<file path="src/rtl/alu_pipe.sv">
// alu_pipe: registered ALU with valid/ready handshakes on request and result.
//
// Operations (sel_i): 0 ADD, 1 SUB, 2 XOR, 3 OR, 4 AND, 5 SLL, 6 SRL, 7 SRA,
// 8 SLT, 9 SLTU; 10-15 execute as ADD. Arithmetic wraps modulo 2^WIDTH.
// Shifts use b_i[SHW-1:0] as the amount. With SERIAL_SHIFT = 0 shifts go
// through a barrel shifter in one cycle; with SERIAL_SHIFT = 1 a non-zero
// shift moves one bit position per cycle in the SHIFT state.
//
// Ports:
//   clk_i     clock, all state on the rising edge
//   rst_i     synchronous active-high reset
//   valid_i   request valid
//   ready_o   request accepted this cycle (combinational from ready_i)
//   a_i, b_i  operands (WIDTH bits)
//   sel_i     operation select (4 bits)
//   valid_o   result valid
//   ready_i   consumer accepts result
//   result_o  registered result (WIDTH bits)
module alu_pipe #(
  parameter int unsigned WIDTH        = 32,
  parameter bit          SERIAL_SHIFT = 1'b0
) (
  input  logic             clk_i,
  input  logic             rst_i,
  input  logic             valid_i,
  output logic             ready_o,
  input  logic [WIDTH-1:0] a_i,
  input  logic [WIDTH-1:0] b_i,
  input  logic [3:0]       sel_i,
  output logic             valid_o,
  input  logic             ready_i,
  output logic [WIDTH-1:0] result_o
);

  localparam int unsigned SHW = $clog2(WIDTH);

  localparam logic [3:0] OpAdd  = 4'd0;
  localparam logic [3:0] OpSub  = 4'd1;
  localparam logic [3:0] OpXor  = 4'd2;
  localparam logic [3:0] OpOr   = 4'd3;
  localparam logic [3:0] OpAnd  = 4'd4;
  localparam logic [3:0] OpSll  = 4'd5;
  localparam logic [3:0] OpSrl  = 4'd6;
  localparam logic [3:0] OpSra  = 4'd7;
  localparam logic [3:0] OpSlt  = 4'd8;
  localparam logic [3:0] OpSltu = 4'd9;

  typedef enum logic {
    StIdle,
    StShift
  } state_e;

  typedef enum logic [1:0] {
    ShSll,
    ShSrl,
    ShSra
  } shop_e;

  state_e           state_q, state_d;
  logic [WIDTH-1:0] work_q, work_d;
  logic [SHW-1:0]   cnt_q, cnt_d;
  shop_e            shop_q, shop_d;
  logic [WIDTH-1:0] result_q, result_d;
  logic             valid_q, valid_d;

  logic [SHW-1:0]   shamt;
  logic             is_shift;
  shop_e            req_shop;
  logic [WIDTH-1:0] alu_res;
  logic [WIDTH-1:0] work_step;
  logic             accept;
  logic             go_serial;
  logic             last_step;

  assign shamt     = b_i[SHW-1:0];
  assign ready_o   = !rst_i && (state_q == StIdle) && (!valid_q || ready_i);
  assign accept    = valid_i && ready_o;
  assign go_serial = SERIAL_SHIFT && is_shift && (shamt != '0);
  assign last_step = (cnt_q == SHW'(1));

  assign valid_o  = valid_q;
  assign result_o = result_q;

  // Single-cycle result. In serial builds the shift cases only matter for a
  // zero amount, so they collapse to a_i and no barrel shifter is built.
  always_comb begin
    is_shift = 1'b0;
    req_shop = ShSll;
    alu_res  = a_i + b_i;
    case (sel_i)
      OpAdd: alu_res = a_i + b_i;
      OpSub: alu_res = a_i + ~b_i + WIDTH'(1);
      OpXor: alu_res = a_i ^ b_i;
      OpOr:  alu_res = a_i | b_i;
      OpAnd: alu_res = a_i & b_i;
      OpSll: begin
        is_shift = 1'b1;
        req_shop = ShSll;
        alu_res  = SERIAL_SHIFT ? a_i : (a_i << shamt);
      end
      OpSrl: begin
        is_shift = 1'b1;
        req_shop = ShSrl;
        alu_res  = SERIAL_SHIFT ? a_i : (a_i >> shamt);
      end
      OpSra: begin
        is_shift = 1'b1;
        req_shop = ShSra;
        alu_res  = SERIAL_SHIFT ? a_i : WIDTH'($signed(a_i) >>> shamt);
      end
      OpSlt:   alu_res = {{(WIDTH-1){1'b0}}, ($signed(a_i) < $signed(b_i))};
      OpSltu:  alu_res = {{(WIDTH-1){1'b0}}, (a_i < b_i)};
      default: alu_res = a_i + b_i;
    endcase
  end

  // One bit position of the serial shifter.
  always_comb begin
    case (shop_q)
      ShSll:   work_step = {work_q[WIDTH-2:0], 1'b0};
      ShSrl:   work_step = {1'b0, work_q[WIDTH-1:1]};
      default: work_step = {work_q[WIDTH-1], work_q[WIDTH-1:1]};
    endcase
  end

  // State register (control and datapath).
  always_ff @(posedge clk_i) begin
    if (rst_i) begin
      state_q  <= StIdle;
      work_q   <= '0;
      cnt_q    <= '0;
      shop_q   <= ShSll;
      result_q <= '0;
      valid_q  <= 1'b0;
    end else begin
      state_q  <= state_d;
      work_q   <= work_d;
      cnt_q    <= cnt_d;
      shop_q   <= shop_d;
      result_q <= result_d;
      valid_q  <= valid_d;
    end
  end

  // Next-state logic.
  always_comb begin
    state_d = state_q;
    unique case (state_q)
      StIdle:  if (accept && go_serial) state_d = StShift;
      StShift: if (last_step) state_d = StIdle;
      default: state_d = StIdle;
    endcase
  end

  // Datapath and output register updates.
  always_comb begin
    work_d   = work_q;
    cnt_d    = cnt_q;
    shop_d   = shop_q;
    result_d = result_q;
    // A held result drops once consumed; a new result below overrides this.
    valid_d  = valid_q && !ready_i;
    unique case (state_q)
      StIdle: begin
        if (accept) begin
          if (go_serial) begin
            work_d = a_i;
            cnt_d  = shamt;
            shop_d = req_shop;
          end else begin
            result_d = alu_res;
            valid_d  = 1'b1;
          end
        end
      end
      StShift: begin
        work_d = work_step;
        cnt_d  = cnt_q - SHW'(1);
        if (last_step) begin
          result_d = work_step;
          valid_d  = 1'b1;
        end
      end
      default: begin
        work_d = work_q;
      end
    endcase
  end

endmodule

</file>
<file path="config.mk">
export PLATFORM = sky130hd
export DESIGN_NAME = alu_pipe
export DESIGN_NICKNAME = d
export VERILOG_FILES = /design/src/rtl/alu_pipe.sv
export SDC_FILE = /design/constraint.sdc
export NUM_CORES = 1
export LEC_CHECK = 0
export ABC_AREA = 0
export CORE_MARGIN = 2
export CORE_UTILIZATION = 25
export CTS_BUF_LIST = sky130_fd_sc_hd__clkbuf_8 sky130_fd_sc_hd__clkbuf_16
export DETAILED_ROUTE_END_ITERATION = 10
export PLACE_DENSITY = 0.44
export SLEW_MARGIN = 0
export SYNTH_ARGS = -nofsm -noshare
export SYNTH_HDL_FRONTEND = slang
export SYNTH_SLANG_ARGS = --single-unit
</file>
<file path="constraint.sdc">
create_clock -name clk_i -period 4.2 [get_ports clk_i]
set_clock_uncertainty 0.2 [all_clocks]
set_input_delay 1.05 -clock clk_i [delete_from_list [all_inputs] [get_ports clk_i]]
set_output_delay 1.05 -clock clk_i [all_outputs]
set_load 0.005 [all_outputs]
</file>
Yosys cells after proc, flatten, opt, wreduce, memory -nomap -nowiden
Cells that the tools add are included.
{"block": "totals", "regBits": 70, "inputBits": 72, "output_inout_bits": 34}
{"block": "classes", "n_addsub": 4, "n_lt_le_gt_ge": 2, "n_eq_ne": 12, "n_shift": 3, "muxes": 11, "bitwise": 5, "reduce_logical": 9}
{"operator": "$pmux 32 s9", "n": 1}
{"operator": "$add 32x32->32", "n": 2}
{"operator": "$lt 32x32->1", "n": 2}
{"operator": "$mux 32", "n": 2}
{"operator": "$pmux 32 s2", "n": 1}
{"operator": "$add 32x1->32 const B", "n": 1}
{"operator": "$and 32x32->32", "n": 1}
{"operator": "$not 32->32", "n": 1}
{"operator": "$or 32x32->32", "n": 1}
{"operator": "$shl 32x5->32", "n": 1}
{"operator": "$shr 32x5->32", "n": 1}
{"operator": "$sshr 32x5->32", "n": 1}
{"operator": "$xor 32x32->32", "n": 1}
{"operator": "$mux 31", "n": 1}
{"operator": "$eq 4x3->1 const B", "n": 4}
{"operator": "$eq 4x2->1 const B", "n": 2}
{"operator": "$eq 4x4->1 const B", "n": 2}
{"operator": "$eq 5x1->1 const B", "n": 1}
{"operator": "$mux 5", "n": 1}
{"operator": "$sub 5x1->5 const B", "n": 1}
{"operator": "$eq 4x1->1 const B", "n": 1}
{"operator": "$logic_and 1x1->1", "n": 4}
{"operator": "$pmux 1 s2", "n": 2}
{"operator": "$logic_not 1->1", "n": 3}
{"operator": "6 further kinds", "n": 8}

Depth between registers and ports, before layout
Gate-level depths: netlist of the first run.
{"block": "logic_depth", "depth_word": 6, "ltp_mapped": 16}

Least setup slack after synthesis of the first run
OpenSTA, ideal clock, no wires.
{"block": "synth_timing", "kind": "in2reg", "start": "input b_i[2]", "end": "register result_q[29], in the netlist result_o[29]", "t_arrival_ns": 4.211, "required_time_ns": 3.922, "slack_ns": -0.289, "cell_stages": 16, "path_buffers": 5, "cell_sequence": "clkbuf_1 > inv_1 > buf_1 > buf_2 > buf_2 > ha_1 > buf_6 > nor3_2 > o31ai_1 > a31oi_4 > a311oi_4 > o41ai_2 > a311oi_1 > o21bai_1 > a22o_1 > nor3_1"}
{"block": "synth_via", "elab_chain_cells": 6, "elab_cells_between_ends": 10}
{"element": "start: declaration", "line": "28", "source": "input logic [WIDTH-1:0] b_i,"}
{"element": "$not 32->32", "line": "92", "source": "OpSub: alu_res = a_i + ~b_i + WIDTH'(1);"}
{"element": "$add 32x32->32", "line": "92"}
{"element": "$add 32x1->32", "line": "92"}
{"element": "$pmux 32 s9 *", "line": "90", "source": "case (sel_i)"}
{"element": "$mux 32 *", "line": "165", "source": "if (accept) begin"}
{"element": "$pmux 32 s2 *", "line": "163", "source": "unique case (state_q)"}
{"element": "end signal: assignment", "line": "140", "source": "result_q <= result_d;"}
{"element": "end: declaration", "line": "63", "source": "logic [WIDTH-1:0] result_q, result_d;"}
Mark *: on every way between the ends. The rest lies on a longest branch, timed or not. The select of a mux whose other input is x is not followed.
A chain may end at the register's enable or synchronous reset.

Worst setup path after layout of the first run
{"block": "layout_timing", "start": "input sel_i[2]", "end": "register result_q[17], in the netlist result_o[17]"}
{"block": "layout_via", "elab_chain_cells": 4, "elab_cells_between_ends": 12}
{"element": "start: declaration", "line": "29", "source": "input logic [3:0] sel_i,"}
{"element": "$eq 4x4->1, or another cell as far along", "line": "90"}
{"element": "$pmux 32 s9 *", "line": "90"}
{"element": "$mux 32 *", "line": "165"}
{"element": "$pmux 32 s2 *", "line": "163"}
Marked as above.

==> results of run 1 <==
layout by cell type (no fill, tap or decap), types with 19 or more instances in the layout:
| cell type | count |
|---|---|
| dfxtp_1 | 39 |
| nor3_1 | 28 |
| nand2_1 | 133 |
| inv_1 | 93 |
| mux4_2 | 35 |
| mux2i_1 | 57 |
| o21ai_0 | 112 |
| nand3_1 | 19 |
| clkdlybuf4s50_1 | 98 |
| nor2_1 | 186 |
| a21oi_1 | 136 |
| buf_4 | 343 |
| ha_1 | 94 |
| xnor2_1 | 41 |
| a211oi_1 | 31 |
| o211ai_1 | 23 |
registers in the layout (all words and copies together) (netlist names):
name      flops
valid_o       1
cnt_q         5
state_q       1
result_o     32
worst max path at each step:
stage	from	to	depth (start not counted)
after global placement	a_i[6]	result_o[27]$_SDFFE_PP0P_	14
after floorplan	b_i[2]	result_o[29]$_SDFFE_PP0P_	16
final	sel_i[2]	result_o[17]$_SDFFE_PP0P_	11
after CTS	a_i[6]	result_o[29]$_SDFFE_PP0P_	15
after detailed placement	a_i[6]	result_o[27]$_SDFFE_PP0P_	14
after global routing	a_i[14]	result_o[26]$_SDFFE_PP0P_	14
metrics by stage:
| step | TNS, ns | cells | hold slack, ns | area [µm²] |
|---|---|---|---|---|
| 4_1_cts | 0 | 2341 | 0.2638 | 14400 |
| 2_1_floorplan | 0 | 1464 | 0.2483 | 10150 |
| 6_report | 0 | 2343 | 0.2584 | 14550 |
| 5_1_grt | -0.01630 | 2343 | 0.2831 | 14550 |
| 3_3_place_gp | -7.345 | 2333 | 0.2401 | 14190 |
| 3_5_place_dp | -7.246 | 2333 | 0.2474 | 14190 |
layout make-up:
class | instances | area (µm²) | share of cell area
multi-input combinational | 1213 | 8708 | 0.5985
timing repair buffer | 460 | 3869 | 0.2659
sequential | 39 | 780.7 | 0.05365
tap | 525 | 656.9 | 0.04514
inverter | 98 | 367.9 | 0.02528
clock buffer | 5 | 125.1 | 0.008598
clock inverter | 3 | 43.79 | 0.003009
layer usage:
metal  vias to the layer above  GRT usage
li1                       6065          -
met1                      6237     0.3632
met2                       560     0.4519
met3                       107    0.02993
met4                         2     0.1046
met5                         -          0
cell families after synthesis:
| kind of cell | synth area share |
|---|---|
| AND/OR/NAND/NOR | 0.2097 |
| buffers and inverters | 0.08393 |
| XOR/XNOR | 0.04406 |
| multiplexers | 0.1440 |
| AO/OA/AOI/OAI | 0.3151 |
| adder cells (fa/ha/maj) | 0.1261 |
| flip-flops | 0.07702 |
power by group:
group	switching (mW)	internal, mW	leakage, nW
clock network	0.218	0.282	0.0838
logic	1.10	0.887	5.81
registers	0.0221	0.398	0.319
total	1.34	1.57	6.22
timing repair:
item                                    in CTS  in global routing
pin swaps                                    2                 12
setup buffers                                0                  2
gates resized for setup                     13                 32
hold buffers                                 0                  0
endpoints found under the setup margin      12                 15
critical path: cells and delay by family:
kind,cells,cell delay (ns)
AO/OA/AOI/OAI,5,1.16
AND/OR/NAND/NOR,2,0.82
buffers and inverters,4,1.13
==> results.py, run 1 <==
metrics = {
    "global_routing": {
        "antenna_found_initial": 1,
        "grt_pass1_wl_um": 85010,
        "gr-total-overflow": 0,
        "grt_pass1_vias": 12810,
        "grt_max_degree": 88,
        "grt.total_usage": 0.2729,
    },
    "placed_design": {
        "pre_cts_ws_ns": -0.6371,
        "hpwl_um": 47550,
        "numPortBuffers": 105,
        "gp_congestion": 0.9777,
    },
    "pwr": {
        "power_density_nw_per_um2": 199.6,
        "power.leakage_nw": 6.218,
        "vdd_drop_max_mv": 0.1503,
        "total_power_mw": 2.904,
    },
    "synth": {
        "avgSynthCellArea_um2": 6.924,
        "yosysTopAreaCell": "ha_1",
        "synth.most_common_cell": "nor2_1",
        "synth_area_um2": 10140,
        "synth_common_cells": "nor2_1, a21oi_1, nand2_1",
        "synth-seq-cells": 39,
        "synth_top_flop_cell": "dfxtp_1",
        "syn_inst": 1464,
        "yosys_warnings": 0,
        "synth_area_leaders": "ha_1, mux4_2, dfxtp_1",
        "ys_seq_area_frac": 0.07702,
        "yosys.cell_types.count": 78,
        "synth_edf_count": 0,
        "syn_nets": 1637,
        "async_flop_share": 0,
        "netlist.area_leader.share": 0.1222,
    },
    "finish": {
        "n_fill_cell": 4329,
        "finalNetCount": 1990,
        "syn2layout_area_growth_pct": 43.55,
        "n_antenna_cell": 0,
        "drive_above_1_share": 0.2552,
        "post-route-util": 0.3646,
    },
    "sta": {
        "layout_setup_ws_ns": 0.06751,
        "hold_viol": 0,
        "fmax_ghz": 0.2420,
        "period_needed_ns": 4.132,
        "post-route-period-util": 0.9839,
        "final_max_slew_viol_count": 0,
        "tightest_slew_ns": 0.9264,
        "max-slew-margin-rel": 0.3647,
        "setup_violations": 0,
    },
    "detailed_routing": {
        "drt_iter0_drc": 1205,
        "wl_per_cell_um": 24.64,
        "dr_wl_met2_um": 26540,
        "m1WireLength_um": 25240,
        "vias": 12970,
        "drc_errors": 0,
        "dr.max_layer_used": "met5",
        "via_per_inst": 5.536,
        "route.met3.wl_um": 3523,
        "ant_nets": 0,
        "firstDrtPassIters": 7,
        "drt_wl_total_um": 57730,
    },
    "setup_path": {
        "cpMaxStageDelayCell": "o32ai_1",
        "slowest_delay_ns": 0.63,
        "reg2reg_slack_ns": 1.50,
        "crit_required_ns": 4.25,
        "r2r_cells": 10,
        "r2r-start": "cnt_q[0]$_SDFFE_PP0P_",
        "worstPathArrival_ns": 4.18,
        "critPathMaxFanout": 8,
        "crit_path_end_kind": "register",
        "critPathLaunchType": "input pin",
        "crit_top_cell": "buf_4",
        "critical_path_class": "input pin to register",
        "r2r-end": "result_o[27]$_SDFFE_PP0P_",
        "cp_cell_sequence": "clkdlybuf4s50_1 > buf_4 > nor2b_1 > nand2_1 > o32ai_1 > o21ai_0 > buf_4 > o2111ai_1 > a21oi_1 > buf_4 > o21ai_0",
    },
    "floorplanning": {
        "coreArea_um2": 39910,
        "die_h_um": 205.4,
        "fp.dieW_um": 205.4,
        "dieArea_um2": 42170,
        "pin_count": 106,
        "start_util": 0.2540,
        "rows": 73,
    },
    "worst_hold_path": {
        "hp-start": "result_o[8]$_SDFFE_PP0P_",
        "min_path_type": "register to register",
        "worstHoldEndpoint": "result_o[8]$_SDFFE_PP0P_",
        "hold_path_depth": 2,
    },
    "flow_run": {
        "drv_cap": 0,
    },
    "clocking": {
        "clkSlewWorstSetupHoldPaths_ns": 0.07,
        "clockBufferDepth": 2,
        "numCtsBuffers": 5,
        "cts_tree": "built",
        "root_buffer": "clkbuf_16",
        "cts_sinks": 39,
        "cts_max_level": 2,
        "clk_latency_ns": 0.32,
    },
    "status": {
        "outcome": "finished clean",
    },
}
(Power assumes the default switching activity.)
==> run 2, diff against run 1 <==
--- a/config.mk
+++ b/config.mk
@@ -6,6 +6,7 @@
 export NUM_CORES = 1
 export LEC_CHECK = 0
 export ABC_AREA = 0
+export CORE_ASPECT_RATIO = 0.9
 export CORE_MARGIN = 2
 export CORE_UTILIZATION = 25
 export CTS_BUF_LIST = sky130_fd_sc_hd__clkbuf_8 sky130_fd_sc_hd__clkbuf_16
==> results.py, run 2 (synthesis gave the netlist of run 1 again) <==
metrics = {
    "clocking": {
        "numCtsBuffers": 5,
        "clkSlewWorstSetupHoldPaths_ns": 0.08,
        "cts_sinks": 39,
        "hold_buffers": 0,
        "clockBufferDepth": 2,
        "cts_tree": "built",
        "clk_latency_ns": 0.31,
        "cts_max_level": 2,
        "root_buffer": "clkbuf_16",
    },
    "global_routing": {
        "grt_max_degree": 88,
        "antenna_found_initial": 2,
        "grt_pass1_vias": 12540,
        "grt_use_met3": 0.03193,
        "busiest_layer": "met2",
        "grt.total_usage": 0.2622,
        "grt_pass1_wl_um": 83300,
        "gr-usage-met2": 0.3991,
        "gr-total-overflow": 0,
        "use_met1": 0.3702,
    },
    "sta": {
        "grt_setup_unrepaired": "yes",
        "hold_viol": 0,
        "setup_violations": 0,
        "max-slew-margin-rel": 0.3828,
        "post-route-period-util": 0.9764,
        "period_needed_ns": 4.101,
        "tightest_slew_ns": 0.9258,
        "fmax_ghz": 0.2439,
        "setup_tns_ns": 0,
        "final_max_slew_viol_count": 0,
    },
    "pwr": {
        "power_density_nw_per_um2": 196.3,
        "p_sw_frac": 0.4659,
        "vdd_drop_max_mv": 0.1252,
        "p_switching_mw": 1.308,
        "share_comb_of_total_power": 0.687,
        "p_clk_frac": 0.163,
        "power.leakage_nw": 6.055,
        "total_power_mw": 2.808,
        "seq_power_share": 0.150,
        "p_int_mw": 1.500,
    },
    "finish": {
        "n_antenna_cell": 0,
        "n_fill_cell": 4304,
        "syn2layout_area_growth_pct": 41.11,
        "final_cell_mix": "buf_4, nor2_1, a21oi_1, nand2_1, o21ai_0",
        "final_common_cell": "buf_4",
        "largest_reg_flops": 32,
        "post-route-util": 0.3602,
        "drive_above_1_share": 0.2437,
        "finalNetCount": 1957,
    },
    "floorplanning": {
        "die_h_um": 195.0,
        "start_util": 0.2553,
        "pin_count": 106,
        "coreArea_um2": 39710,
        "fp.dieW_um": 216.3,
        "dieArea_um2": 42180,
        "rows": 69,
    },
    "placed_design": {
        "gp_congestion": 1.022,
        "hpwl_um": 46650,
        "numPortBuffers": 105,
    },
    "worst_hold_path": {
        "min_path_type": "register to register",
        "hp-start": "result_o[8]$_SDFFE_PP0P_",
    },
    "setup_path": {
        "r2r-end": "result_o[29]$_SDFFE_PP0P_",
        "slowest_delay_ns": 0.49,
        "cp_cell_sequence": "clkdlybuf4s50_1 > inv_1 > ha_4 > buf_4 > inv_2 > a221oi_4 > a31oi_4 > buf_4 > a311oi_4 > o41ai_4 > buf_4 > a311oi_2 > o21bai_1 > a22o_1 > nor3_1",
        "r2r-start": "cnt_q[0]$_SDFFE_PP0P_",
        "reg2reg_slack_ns": 1.43,
        "crit_end": "result_o[29]$_SDFFE_PP0P_",
        "critPathMaxFanout": 4,
        "cpMaxStageDelayCell": "clkdlybuf4s50_1",
        "crit_top_cell": "buf_4",
        "critPathLaunchType": "input pin",
        "r2r_cells": 10,
        "critical_path_class": "input pin to register",
        "crit_path_end_kind": "register",
        "crit_required_ns": 4.25,
        "worstPathArrival_ns": 4.15,
        "cp-startpoint": "a_i[5]",
    },
    "detailed_routing": {
        "via_per_inst": 5.592,
        "ant_nets": 0,
        "drc_errors": 0,
        "vias": 12960,
        "wl_per_cell_um": 24.48,
        "drt_iter0_drc": 1340,
        "firstDrtPassIters": 6,
        "drt_wl_total_um": 56730,
    },
    "flow_run": {
        "drv_cap": 0,
    },
    "status": {
        "outcome": "finished clean",
    },
}
## run 2: changes by cell type in the layout (fill, tap and decap cells not counted), sizes merged
cell,previous run,this run
clkinvlp,0,1
clkbuf,5,7
clkinv,3,1
bufinv,1,0
buf,359,326
## run 2: area by class of cell
class	instances	area, µm²	area share
multi-input combinational	1213	8747	0.6115
timing repair buffer	427	3583	0.2505
sequential	39	780.7	0.05458
tap	532	665.6	0.04653
inverter	98	367.9	0.02571
clock buffer	7	152.6	0.01067
clock inverter	1	7.507	0.0005248
## run 2: power by group through the flow
stage / Clock [mW] / Combinational [mW] / Sequential (mW)
2_1_floorplan: 0 / 0.939 / 0.423
3_3_place_gp: 0 / 1.85 / 0.429
3_5_place_dp: 0 / 1.84 / 0.429
4_1_cts: 0.469 / 1.86 / 0.421
5_1_grt: 0.482 / 2.06 / 0.424
6_report: 0.458 / 1.93 / 0.422
## run 2: what timing repair did
item | in CTS | in global routing
gates resized for setup | 9 | 39
hold endpoints to repair | 0 | 0
endpoints found under the setup margin | 10 | 18
pin swaps | 1 | 12
setup buffers | 0 | 4
## run 2: per-stage QoR
step / hold slack [ns] / worst slack [ns] / cell area [µm²] / cells
floorplan: 0.2483 / 0.02163 / 10150 / 1464
global placement: 0.2372 / -0.6407 / 13900 / 2305
detailed placement: 0.2517 / -0.5403 / 13900 / 2305
CTS: 0.2648 / 0.009533 / 14110 / 2313
global route: 0.2948 / -0.03053 / 14310 / 2317
finish: 0.2601 / 0.09924 / 14310 / 2317
## run 2: worst max-delay path: cells and delay by family
family | cells | cell delay, ns
compound gates | 7 | 1.56
buf+inv | 6 | 1.09
fa+ha+maj | 1 | 0.28
simple gates | 1 | 0.16
## run 2: metal layers
layer	part of all wire	vias to the layer above
li1	-	6012
met1	0.45	6241
met2	0.43	608
met3	0.071	93
met4	0.052	2
met5	0.00023	-
## run 2: worst min path at each step
| stage | end | slack (ns) | depth (start not counted) |
|---|---|---|---|
| 6_report | result_o[8]$_SDFFE_PP0P_ | 0.26 | 2 |
| 5_1_grt | result_o[8]$_SDFFE_PP0P_ | 0.29 | 2 |
| 4_1_cts | result_o[8]$_SDFFE_PP0P_ | 0.26 | 2 |
| 3_5_place_dp | result_o[23]$_SDFFE_PP0P_ | 0.25 | 2 |
| 3_3_place_gp | result_o[19]$_SDFFE_PP0P_ | 0.24 | 2 |
| 2_1_floorplan | result_o[8]$_SDFFE_PP0P_ | 0.25 | 2 |
==> run 3, diff against run 2 <==
--- a/config.mk
+++ b/config.mk
@@ -11,6 +11,7 @@
 export CORE_UTILIZATION = 25
 export CTS_BUF_LIST = sky130_fd_sc_hd__clkbuf_8 sky130_fd_sc_hd__clkbuf_16
 export DETAILED_ROUTE_END_ITERATION = 10
+export GPL_TIMING_DRIVEN = 0
 export PLACE_DENSITY = 0.44
 export SLEW_MARGIN = 0
 export SYNTH_ARGS = -nofsm -noshare
==> results.py, run 3 (synthesis gave the netlist of run 1 again) <==
metrics = {
    "pwr": {
        "power_density_nw_per_um2": 207.7,
        "p_int_mw": 1.343,
        "p_sw_frac": 0.5095,
        "p_clk_frac": 0.166,
        "p_switching_mw": 1.395,
        "share_comb_of_total_power": 0.681,
        "seq_power_share": 0.152,
        "vdd_drop_max_mv": 0.1228,
        "power.leakage_nw": 5.129,
        "total_power_mw": 2.738,
    },
    "detailed_routing": {
        "ant_nets": 0,
        "vias": 12860,
        "drt_wl_total_um": 62440,
        "via_per_inst": 5.980,
        "drc_errors": 0,
        "firstDrtPassIters": 5,
        "wl_per_cell_um": 29.03,
        "drt_iter0_drc": 1490,
    },
    "sta": {
        "tightest_slew_ns": 1.131,
        "grt_setup_unrepaired": "yes",
        "post-route-period-util": 1.013,
        "layout_setup_ws_ns": -0.05311,
        "fmax_ghz": 0.2351,
        "hold_viol": 0,
        "max-slew-margin-rel": 0.2461,
        "period_needed_ns": 4.253,
        "setup_violations": 2,
        "final_max_slew_viol_count": 0,
    },
    "finish": {
        "n_fill_cell": 4392,
        "drive_above_1_share": 0.1793,
        "final_cell_mix": "nor2_1, nand2_1, a21oi_1, o21ai_0, ha_1",
        "largest_reg_flops": 32,
        "final_common_cell": "nor2_1",
        "final_cell_count_no_fill": 2151,
        "syn2layout_area_growth_pct": 30.04,
        "finalNetCount": 1789,
    },
    "floorplanning": {
        "rows": 69,
        "die_h_um": 195.0,
        "dieArea_um2": 42180,
        "fp.dieW_um": 216.3,
        "start_util": 0.2553,
        "coreArea_um2": 39710,
        "pin_count": 106,
    },
    "global_routing": {
        "gr-total-overflow": 0,
        "grt.total_usage": 0.2902,
        "antenna_found_initial": 1,
        "grt_pass1_wl_um": 89970,
        "grt_pass1_vias": 12690,
        "grt_max_degree": 13,
    },
    "setup_path": {
        "critPathMaxFanout": 10,
        "critPathLaunchType": "input pin",
        "critical_path_class": "input pin to register",
        "reg2reg_slack_ns": 1.00,
        "crit_path_end_kind": "register",
        "r2r_cells": 9,
        "crit_required_ns": 4.22,
        "worstPathArrival_ns": 4.27,
    },
    "status": {
        "violations": "setup timing",
        "outcome": "finished with violations",
    },
    "placed_design": {
        "place_inst": 2101,
        "hpwl_um": 49810,
        "numPortBuffers": 103,
        "gp_congestion": 1.030,
    },
    "clocking": {
        "numCtsBuffers": 5,
        "cts_sinks": 39,
        "clkSlewWorstSetupHoldPaths_ns": 0.07,
        "clk_latency_ns": 0.31,
        "cts_max_level": 2,
        "root_buffer": "clkbuf_16",
        "hold_buffers": 0,
        "clockBufferDepth": 2,
        "cts_tree": "built",
    },
    "worst_hold_path": {
        "min_path_type": "register to register",
        "hold_path_depth": 2,
    },
    "flow_run": {
        "drv_cap": 0,
    },
}
[run 3: changes by cell type in the layout (fill, tap and decap cells not counted), moves of 11 or more]
cell,previous run,this run
buf_4,313,46
clkbuf_1,0,44
clkbuf_2,0,29
clkdlybuf4s50_1,98,72
buf_2,3,21
o21ai_0,112,98
a21oi_1,138,127
dlygate4sd2_1,0,11
[run 3: final cells by class]
class | instances | area, µm² | area share
well taps | 532 | 665.6 | 0.05049
inverters | 98 | 376.6 | 0.02857
flip-flops and latches | 39 | 780.7 | 0.05923
clock buffers | 7 | 152.6 | 0.01158
plain buffers | 112 | 671.9 | 0.05097
multi-input cells | 1213 | 9215 | 0.6990
repair buffers | 147 | 1311 | 0.09947
diodes | 2 | 5.005 | 0.0003797
clock inverters | 1 | 3.754 | 0.0002847
[run 3: per-layer routing]
layer  GRT usage  share of wire
met1      0.4104           0.45
met5           0        0.00018
met2      0.4499           0.43
met3     0.04081          0.076
met4     0.09843          0.035
[run 3: final timing paths]
path | startpoint | endpoint
hold reg to reg | result_o[19]$_SDFFE_PP0P_ | result_o[19]$_SDFFE_PP0P_
setup / recovery | sel_i[3] | result_o[24]$_SDFFE_PP0P_
setup reg to reg | cnt_q[1]$_SDFFE_PP0P_ | result_o[23]$_SDFFE_PP0P_
hold / removal | result_o[19]$_SDFFE_PP0P_ | result_o[19]$_SDFFE_PP0P_
[run 3: what timing repair did]
| item | CTS | global route |
|---|---|---|
| resized for setup | 208 | 101 |
| pin swaps | 33 | 32 |
| setup buffers | 30 | 13 |
| endpoints found under the setup margin | 32 | 29 |
[run 3: stage by stage]
step                      hold WS [ns]  setup slack [ns]  instance area [µm²]  TNS [ns]    util
after floorplan                 0.2483           0.02163                10150         0       -
after global placement          0.2404            -2.074                11850    -45.64  0.2984
after detailed placement        0.2463            -2.080                11870    -44.16  0.2989
after CTS                       0.2655          0.004484                12920         0  0.3253
after global routing            0.2890          -0.05421                13180  -0.07979  0.3318
final                           0.2515          -0.05311                13180  -0.07648  0.3319
[run 3: power groups by stage]
| stage | logic [mW] | clock network, mW | registers [mW] |
|---|---|---|---|
| finish | 1.86 | 0.456 | 0.418 |
| global route | 1.96 | 0.479 | 0.421 |
| CTS | 1.76 | 0.463 | 0.418 |
| detailed placement | 1.60 | 0 | 0.426 |
| global placement | 1.62 | 0 | 0.426 |
| floorplan | 0.939 | 0 | 0.423 |
[run 3: critical path, cell delays in order]
cell             delay (ns)
clkdlybuf4s50_1        0.54
buf_2                  0.27
nor3_2                 0.66
clkbuf_2               0.55
clkbuf_1               0.72
a21oi_1                0.18
a211oi_2               0.29
==> RTL edit: new RTL, config.mk and constraints of run 2 <==
Set the parameter `WIDTH` to 64 (it was 32).
--- a/src/rtl/alu_pipe.sv
+++ b/src/rtl/alu_pipe.sv
@@ -18,5 +18,5 @@
 //   result_o  registered result (WIDTH bits)
 module alu_pipe #(
-  parameter int unsigned WIDTH        = 32,
+  parameter int unsigned WIDTH        = 64,
   parameter bit          SERIAL_SHIFT = 1'b0
 ) (
Ports: changed (resized a_i, b_i and result_o); port bits go from 106 to 202. The function was not compared with the original's and may differ.
==> RTL edit against run 2 <==
The flow now finishes with violations (negative setup slack); synthesized cell count up 120%; sequential cell count up 33; global-route usage up 7.4 points; maximum frequency down 2.9%; area after synthesis up 120%; register-to-register slack better by 60 ps; count of clock-buffer cells in the layout up 2; largest power group unchanged; routed wire length rose to 2.9 times the old value; setup slack worse by 120 ps; total power rose to 2.6 times the old value; core utilization up 5.6 points; cell area rose to 2.6 times the old value.
==> RTL edit: results (changes against run 2) <==
** Global routing
- The global-route total usage across every layer came to 0.336 (was 0.262).
- Global routing met2 resource utilization :: 0.516 (was 0.399)
- The met3 track demand over resource is 0.0452 (was 0.0319).
- Pin count of the biggest net entering global routing :: 133 (was 88)
- Via count of the first global-routing pass :: 31,000 (was 12,500)
- Met1 track utilization from global routing :: 0.439 (was 0.370)
- First-pass GRT wire length :: 228 mm (was 83.3 mm)

** Setup path
- Arrival time worst endpoint :: 4320 ps (was 4150 ps)
- The worst reg-to-reg path cell count is 11 (was 10).
- The slowest stage cell on the critical path is o21ai_0 (was clkdlybuf4s50_1).
- Maximum fanout count along the critical path :: 21 (was 4)
- The register-to-register setup slack is 1490 ps (was 1430 ps).
- The source of the critical timing path is b_i[1] (was a_i[5]).

** Synth
- Unique cell type count in the Yosys netlist :: 109 (was 78)
- Leading post-synthesis cells by cell area :: ha_1, mux4_2, a21oi_1, nor2_1, dfxtp_1 (was ha_1, mux4_2, dfxtp_1, nor2_1, a21oi_1)
- Synth cell count leaders :: nor2_1, a21oi_1, nand2_1 (unchanged)
- The sequential element share of the synthesized area was 0.0634 (was 0.0770).
- Post-Syn Nets :: 3,585 (was 1,637)

** Min path
- The launch instance of the worst min-delay path was result_o[9]$_SDFFE_PP0P_ (was result_o[8]$_SDFFE_PP0P_).
- Worst hold endpoint :: result_o[9]$_SDFFE_PP0P_ (was result_o[8]$_SDFFE_PP0P_)
- Path category of the worst min-delay check :: reg2reg (unchanged)

** STA
- Sum of negative setup slack :: -25.1 ps (was 0 ps)
- Fin Hold WS :: 252 ps (was 260 ps)
- Final setup violation count :: 1 (was 0)
- The worst slew margin relative to its limit was 0.413 (was 0.383).
- Final setup slack of the worst path :: -25.1 ps (was 99.2 ps)

** Outcome
- Violations in the final reports :: negative setup slack
- Result of the run :: finished with violations (was complete, no violations)

** Finish
- Number of flip-flops in the largest register :: 64 (was 32)
- The number of nets in the layout came to 4,815 (was 1,957).
- Filler Cells Inserted :: 9,465 (was 4,304)
- Fraction of layout instances using a drive strength above 1 :: 0.407 (was 0.244)

** Clocking
- After clock tree synthesis, the clock-pin slew on the worst setup and hold paths is 70 ps.
- Clock network latency to the later pin of the worst-skew pair :: 390 ps (was 310 ps)
- Maximum level of the CTS H-tree :: 3 (was 2)
- The number of buffers added by the clock tree synthesis step came to 9 (was 5).
- The maximum buffer depth of the clock tree is 2 (unchanged).

** Drt
- The wire length on met2 came to 69.6 mm (was 24.3 mm).
- The met1 wire length was 66.6 mm (was 25.4 mm).
- The detail-routed via count per cell was 5.67 (was 5.59).
- The wire length on met3 was 12.9 mm (was 4.00 mm).
- Detailed-route wire length :: 162 mm (was 56.7 mm)

** Placement
- Pre-CTS setup slack :: -1110 ps (was -540 ps)
- The sum of net half-perimeters after detailed placement came to 136 mm (was 46.7 mm).
- The total of buffers placed on input and output ports is 201 (was 105).
- Placed instance area :: 34,800 µm² (was 13,900 µm²)
- Gpl congestion :: 1.07 (was 1.02)

** Power
- The leakage power figure is 16.7 nW (was 6.06 nW).
- The worst vdd rail ir drop came to 0.233 mV (was 0.125 mV).
## RTL edit: changes by cell type in the layout (fill, tap and decap cells not counted), sizes merged, moves of 96 or more
cell   before   now
ha         99   195
buf       326  1298
nand2     133   296
a21oi     141   348
nor2      189   405
o21ai     120   267
inv        97   203
## RTL edit: critical path: cells and delay by family
kind	cells	cell delay, ps
buffers and inverters	7	1210
multiplexers	1	210
AND/OR/NAND/NOR	2	280
AO/OA/AOI/OAI	6	1550
## RTL edit: per-stage QoR
stage,std cells,utilization
2_1_floorplan,3252,-
3_5_place_dp,5587,0.387
5_1_grt,5653,0.416
3_3_place_gp,5587,0.387
6_report,5655,0.416
4_1_cts,5630,0.403
## RTL edit: report_power, final
part	internal [W]	total [W]	leakage [nW]	switching, W
clock	0.000462	0.000885	0.138	0.000424
sequential	0.000733	0.000785	0.589	0.0000527
combinational	0.00256	0.00567	15.9	0.00311
total	0.00376	0.00734	16.7	0.00358
## RTL edit: cell type report
cell class,count,area [µm²],area share
multi-input cells,2702,21100,0.566
repair buffers,1491,12200,0.327
well taps,1166,1460,0.0390
flip-flops and latches,72,1440,0.0386
inverters,206,802,0.0215
clock buffers,9,225,0.00603
clock inverters,7,71.3,0.00191
diodes,2,5.00,0.000134
## RTL edit: cell families (layout without fill, tap and decap cells)
family | after synthesis | in the layout | share of synthesized area
AOI/OAI and AO/OA | 1173 | 1173 | 0.341
and+or+nand+nor | 986 | 986 | 0.193
buffers and inverters | 478 | 1713 | 0.0885
muxes | 248 | 248 | 0.167
adders and majority gates | 197 | 197 | 0.109
xor gates and xnor gates | 98 | 98 | 0.0378
DFF | 72 | 72 | 0.0634
other | 0 | 2 | 0
## RTL edit: timing repair
action,4_1_cts,5_1_grt
resized for setup,238,278
pin swaps,65,106
endpoints found under the setup margin,52,55
buffers inserted,28,24
